[config.mk]
export PLATFORM = sky130hd
export DESIGN_NAME = parity_uart_rx
export DESIGN_NICKNAME = d
export VERILOG_FILES = /design/src/rtl/parity_uart_rx.sv
export SDC_FILE = /design/constraint.sdc
export NUM_CORES = 1
export LEC_CHECK = 0
export CAP_MARGIN = 25
export CORE_AREA = 2 2 75 77
export CTS_BUF_LIST = sky130_fd_sc_hd__clkbuf_8
export CTS_CLUSTER_SIZE = 10
export DETAILED_ROUTE_END_ITERATION = 12
export DIE_AREA = 0 0 77 79
export PLACE_DENSITY = 0.49
export SYNTH_ARGS = -nofsm -noshare
export SYNTH_HDL_FRONTEND = slang
export SYNTH_SLANG_ARGS = --single-unit
[constraint.sdc]
create_clock -name clk -period 1.96 [get_ports clk]
set_input_delay 0.196 -clock clk [delete_from_list [all_inputs] [get_ports clk]]
set_output_delay 0.196 -clock clk [all_outputs]
set_load 0.1 [all_outputs]
[src/rtl/parity_uart_rx.sv]
// parity_uart_rx: serial frame receiver (start, DATA_W bits LSB first, parity, stop) with
// parity and framing error detection; samples at mid-bit from a 2-flop synchronized line.
module parity_uart_rx #(
    parameter int DATA_W       = 8,
    parameter int CLKS_PER_BIT = 16,
    parameter int PARITY_ODD   = 0
) (
    input  logic              clk,
    input  logic              rst_n,
    input  logic              rx_in,
    output logic [DATA_W-1:0] data_out,
    output logic              data_valid,
    output logic              parity_err,
    output logic              frame_err,
    output logic              busy
);
    localparam int CW = $clog2(CLKS_PER_BIT);
    localparam int BW = $clog2(DATA_W + 1);
    localparam logic ODD = PARITY_ODD[0];

    typedef enum logic [2:0] {IDLE, START, DATA, PARITY, STOP, BREAK_WAIT} state_t;

    state_t            state;
    logic [1:0]        sync;
    logic [CW-1:0]     cnt;
    logic [BW-1:0]     bit_idx;
    logic [DATA_W-1:0] shreg;
    logic              perr;
    logic              rx_s;
    logic              half;
    logic              full;

    assign rx_s = sync[1];
    assign half = cnt == CW'(CLKS_PER_BIT / 2 - 1);
    assign full = cnt == CW'(CLKS_PER_BIT - 1);
    assign busy = state != IDLE;

    always_ff @(posedge clk or negedge rst_n) begin
        if (!rst_n) begin
            sync       <= 2'b11;
            state      <= IDLE;
            cnt        <= '0;
            bit_idx    <= '0;
            shreg      <= '0;
            perr       <= 1'b0;
            data_out   <= '0;
            data_valid <= 1'b0;
            parity_err <= 1'b0;
            frame_err  <= 1'b0;
        end else begin
            sync       <= {sync[0], rx_in};
            data_valid <= 1'b0;
            parity_err <= 1'b0;
            frame_err  <= 1'b0;
            cnt        <= cnt + 1'b1;
            case (state)
                IDLE: begin
                    cnt <= '0;
                    if (!rx_s) state <= START;
                end
                START: if (half) begin
                    cnt     <= '0;
                    bit_idx <= '0;
                    state   <= rx_s ? IDLE : DATA;
                end
                DATA: if (full) begin
                    cnt     <= '0;
                    shreg   <= {rx_s, shreg[DATA_W-1:1]};
                    bit_idx <= bit_idx + 1'b1;
                    if (bit_idx == BW'(DATA_W - 1)) state <= PARITY;
                end
                PARITY: if (full) begin
                    cnt   <= '0;
                    perr  <= rx_s != (^shreg ^ ODD);
                    state <= STOP;
                end
                // Leaving STOP at mid-bit lets IDLE catch a start edge right after a 1-bit stop.
                STOP: if (full) begin
                    cnt <= '0;
                    if (rx_s) begin
                        data_out   <= shreg;
                        data_valid <= 1'b1;
                        parity_err <= perr;
                        state      <= IDLE;
                    end else begin
                        frame_err <= 1'b1;
                        state     <= BREAK_WAIT;
                    end
                end
                BREAK_WAIT: begin
                    cnt <= '0;
                    if (rx_s) state <= IDLE;
                end
                default: state <= IDLE;
            endcase
        end
    end
endmodule

Yosys cells after proc, flatten, opt, wreduce, memory -nomap -nowiden
Index checks and enable logic that the tools add are counted.
Widths: inputs -> output; s select.
{ "word_totals": {"register_bits": 33, "inputBits": 3, "output_inout_bits": 12, "elab_cells": 64} }
{ "op_classes": {"add_sub_neg": 2, "n_eq_ne": 16, "muxes": 25, "reduce_logical": 11} }
{ "ops": {"columns": ["cell", "count"], "rows": [
  ["$mux 3", 8],
  ["$pmux 3 s6", 1],
  ["$mux 4", 4],
  ["$ne 2x2->1 const B", 7],
  ["$pmux 4 s3", 1],
  ["$mux 1", 9],
  ["$add 4x1->4 const B", 2],
  ["$eq 4x3->1 const B", 2],
  ["$pmux 4 s2", 1],
  ["$reduce_xor 8->1", 1],
  ["$reduce_and 7->1", 1],
  ["$eq 3x2->1 const B", 2],
  ["$eq 3x3->1 const B", 2],
  ["$reduce_and 3->1", 2],
  ["$eq 4x4->1 const B", 1],
  ["$reduce_and 2->1", 2],
  ["$eq 3x1->1 const B", 1],
  ["$logic_not 3->1", 1],
  ["$reduce_bool 3->1", 1],
  ["$reduce_or 3->1", 1],
  ["$mux 2", 1],
  ["$reduce_bool 2->1", 1],
  ["$reduce_or 2->1", 1],
  ["$ne 1x1->1", 1]
]} }

Longest topological paths before layout
{ "logic_depth": {"word_depth": 4, "mapped_depth": 5, "mapped_depth_nobuf": 5} }

Worst setup path before layout
No wires, ideal clock.
{ "synth_timing": {"path_kind": "flip-flop to flip-flop", "startpoint": "register cnt[0]", "endpoint": "register shreg[0]", "setup_ns": 0.125, "arrival_time_ns": 1.492, "t_required_ns": 1.835, "slack_ns": 0.344, "stages_incl_launch_ff": 5, "path_buffers": 0, "synth_period_minus_slack_ns": 1.616, "cell_sequence": "dfrtp_1 -> ha_1 -> nand3_4 -> nor3_4 -> mux2_2"} }
{ "synth_via": {"elab_chain_cells": 2} }
{ "synth_lines": {"columns": ["element", "line_no", "rtl"], "rows": [
  ["start, declared", "25", "logic [CW-1:0] cnt;"],
  ["start signal, assigned", "55", "cnt <= cnt + 1'b1;"],
  ["$eq 4x4->1", "35", "assign full = cnt == CW'(CLKS_PER_BIT - 1);"],
  ["$reduce_and 2->1 (no line)", null, null],
  ["end signal, assigned", "68", "shreg <= {rx_s, shreg[DATA_W-1:1]};"],
  ["end, declared", "27", "logic [DATA_W-1:0] shreg;"]
]} }
No other way between the ends.
A chain may end at the register's enable or synchronous reset.

Worst setup path after layout
{ "layout_timing": {"startpoint": "register cnt[0]", "endpoint": "register data_out[6]"} }
{ "layout_via": {"elab_chain_cells": 2} }
{ "layout_lines": {"columns": ["element", "line_no", "rtl"], "rows": [
  ["$eq 4x4->1", "35", null],
  ["$reduce_and 3->1 (no line)", null, null],
  ["end signal, assigned", "81", "data_out <= shreg;"],
  ["end, declared", "11", "output logic [DATA_W-1:0] data_out,"]
]} }
No other way between the ends.

==> results.json <==
{
  "status": "finished, final reports clean",
  "drtIter0Drc": 78,
  "cts_buffers": 5,
  "cts_hold_buf": 0,
  "syn_area_per_cell_sq_um": 12.6,
  "cts_tree": "built",
  "io_buffers": 14,
  "final.min_clock_period_ps": 1760,
  "cts_setup_buffers": 0,
  "n_antenna_cell": 0,
  "post_drt_via_cell_ratio": 4.58,
  "reg2reg_to": "data_out[6]",
  "rsz0062_at_grt": "false",
  "vias": 990,
  "cts_resized": 0,
  "post-route-period-util": 0.897,
  "rows": 27,
  "start_util": 0.288,
  "fin_setup_tns_ps": 0,
  "io_pins": 15,
  "drive_above_1_share": 0.354,
  "synthCells": 122,
  "crit_type": "reg2reg",
  "place_hpwl_mm": 1.98,
  "cts_buffer_depth": 2,
  "core_sq_um": 5340,
  "end_kind": "flop",
  "die_h_um": 79,
  "place_congestion": 0.794,
  "cp.arrival_ps": 1930,
  "synthDistinctLibCells": 36,
  "maxCapViolations": 0,
  "finalHoldViolCount": 0,
  "leakage_nw": 0.889,
  "grt_pass1_wl_mm": 5.13,
  "drc": 0,
  "first_pass_iters": 4,
  "clk_pin_slew_ps": 70,
  "reg2reg_from": "cnt[0]",
  "synth_seq_cells": 33,
  "fin_cells": 216,
  "cp-start-kind": "flop",
  "drv_slew": 0,
  "critPathMaxStageDelay_ps": 370,
  "ant_nets": 0,
  "fin_nets": 148,
  "place_inst": 208,
  "syn_area_sq_um": 1540,
  "grt_usage": 0.109,
  "slowest_stage": "dfrtp_1",
  "powerDensity_nw_per_um2": 1080,
  "postRouteWirelength_mm": 2.88,
  "antenna_found_initial": 0,
  "cts-root-buf": "clkbuf_8",
  "final.setup_skew_ps": 7.08,
  "grt_overflow": 0,
  "ff2ff_setup_slack_ps": 200,
  "fmax_ghz": 0.569,
  "worstHoldPathType": "in2async",
  "grt_max_degree": 34,
  "path_cells": "ha_1 > nand3_4 > nand2b_4 > nor2_8 > mux2_2",
  "yosys_warnings": 0,
  "slew_headroom": 0.675,
  "r2r_cells": 5,
  "ys_seq_area_frac": 0.539,
  "htreeDepth": 2,
  "worstPathMaxFanout": 10,
  "required_ps": 2130,
  "grt_pass1_vias": 1038,
  "synth_nets": 127,
  "setup-violations-final": 0,
  "die_width_um": 77,
  "die_area_sq_um": 6080,
  "wl_per_cell_um": 13.3,
  "ir_drop_mv": 0.425,
  "worst_slew_pin_slew_ps": 483,
  "insertion_delay_ps": 280,
  "area_delta_synth_final_pct": 22.3,
  "clkSinkCount": 33
}
==> worst max path at each step <==
stage / startpoint / endpoint / slack, ps / depth (start not counted)
floorplan: cnt[0] / shreg[0] / 340 / 4
global placement: cnt[0] / data_out[0] / 260 / 5
detailed placement: cnt[0] / data_out[6] / 220 / 5
CTS: cnt[0] / data_out[6] / 200 / 5
global route: cnt[0] / data_out[6] / 110 / 5
finish: cnt[0] / data_out[6] / 200 / 5
==> report_power, final <==
part | internal [W] | switching [W] | leakage [nW]
combinational | 0.000209 | 0.000308 | 0.386
sequential | 0.000743 | 0.0000920 | 0.446
clock | 0.000413 | 0.000261 | 0.0574
total | 0.00137 | 0.000661 | 0.889
==> worst max-delay path: cells and delay by family (launching register included) <==
family / cells / cell delay, ps
multiplexers: 1 / 360
adder cells (fa/ha/maj): 1 / 310
flip-flops: 1 / 370
AND/OR/NAND/NOR: 3 / 590
==> through the flow <==
step                utilization  worst slack, ps  cell area, sq um  hold WS (ps)  power (W)
floorplan                     -              344              1540         -99.6    0.00122
global placement          0.330              264              1760           348    0.00135
detailed placement        0.330              216              1760           348    0.00136
CTS                       0.352              201              1880           311    0.00204
global route              0.352              114              1880           312    0.00213
finish                    0.352              201              1880           308    0.00203
==> sequential cells by signal (all words and copies together) (netlist names), 2 cells and up <==
register,cells
data_out,8
bit_idx,4
state,3
cnt,4
shreg,8
sync,2
==> metal layers <==
metal	track usage	part of all wire	vias to the layer above
met3	0.0364	0.059	7
met5	0	0	-
li1	-	-	466
met2	0.178	0.48	30
met1	0.131	0.44	487
met4	0.0482	0.021	0
==> final cells by class <==
class / instances / area (sq um)
Clock buffer: 6 / 82.6
Clock inverter: 2 / 37.5
Inverter: 5 / 18.8
Timing Repair Buffer: 18 / 153
Sequential cell: 33 / 828
Fill cell: 553 / 3460
Multi-Input combinational cell: 80 / 669
Tap cell: 72 / 90.1
==> cell families (layout without fill, tap and decap cells) <==
family,after synthesis,count (layout),share of synthesized area
mux,18,18,0.132
simple gates,36,36,0.151
compound gates,13,13,0.0643
fa+ha+maj,2,2,0.0163
buf+inv,9,31,0.0252
flops,33,33,0.539
xor+xnor,11,11,0.0717
==> placed cells by master, fill, tap and decap left out <==
cell type        synthesis  layout
dfstp_2                  2       2
a221o_1                  1       1
buf_12                   0       1
o211ai_1                 1       1
o2bb2ai_1                2       2
nor3_4                   1       1
dfrtp_1                 31      31
o21ai_0                  3       3
nor2_8                   1       1
clkdlybuf4s50_1          0       2
o221a_2                  1       1
xor2_1                   1       1
xnor3_1                  1       1
nand3_4                  1       1
nand3_1                  3       3
nor2_1                   9       9
a22oi_1                  1       1
nand4_1                  1       1
a21oi_1                  1       1
nor2b_1                  3       3
bufinv_16                0       1
nand2_1                  5       5
clkinvlp_4               0       1
or3_1                    1       1
nand3b_1                 2       2
nor3_1                   2       2
clkbuf_8                 0       6
nand2b_4                 1       1
buf_4                    0      15
mux2_2                  18      18
nand2b_2                 1       1
xnor2_1                  9       9
nor4_1                   3       3
a32oi_1                  1       1
ha_1                     2       2
nor3b_1                  1       1
and2_1                   1       1
a22o_2                   1       1
inv_1                    5       5
a31oi_1                  1       1
==> Yosys cell counts <==
master     number  share of area
dfrtp_1        31           0.50
nand2_1         5          0.012
nor3b_1         1         0.0049
a22o_2          1         0.0065
clkbuf_2        2         0.0065
o221a_2         1         0.0073
nand2b_2        1         0.0057
or3_1           1         0.0041
nor2b_1         3          0.012
nand3b_1        2         0.0098
nor2_1          9          0.022
o211ai_1        1         0.0049
a21oi_1         1         0.0033
nand3_1         3         0.0098
nor3_1          2         0.0065
xnor3_1         1          0.015
nor4_1          3          0.012
nand3_4         1          0.011
inv_1           5          0.012
dfstp_2         2          0.034
buf_2           2         0.0065
o21ai_0         3         0.0098
a22oi_1         1         0.0049
mux2_2         18           0.13
nor3_4          1          0.011
nand4_1         1         0.0041
ha_1            2          0.016
nor2_8          1          0.013
xnor2_1         9          0.051
o2bb2ai_1       2          0.011
a221o_1         1         0.0065
xor2_1          1         0.0057
a32oi_1         1         0.0057
nand2b_4        1         0.0090
and2_1          1         0.0041
a31oi_1         1         0.0041
Power figures use the tool's default switching activity.
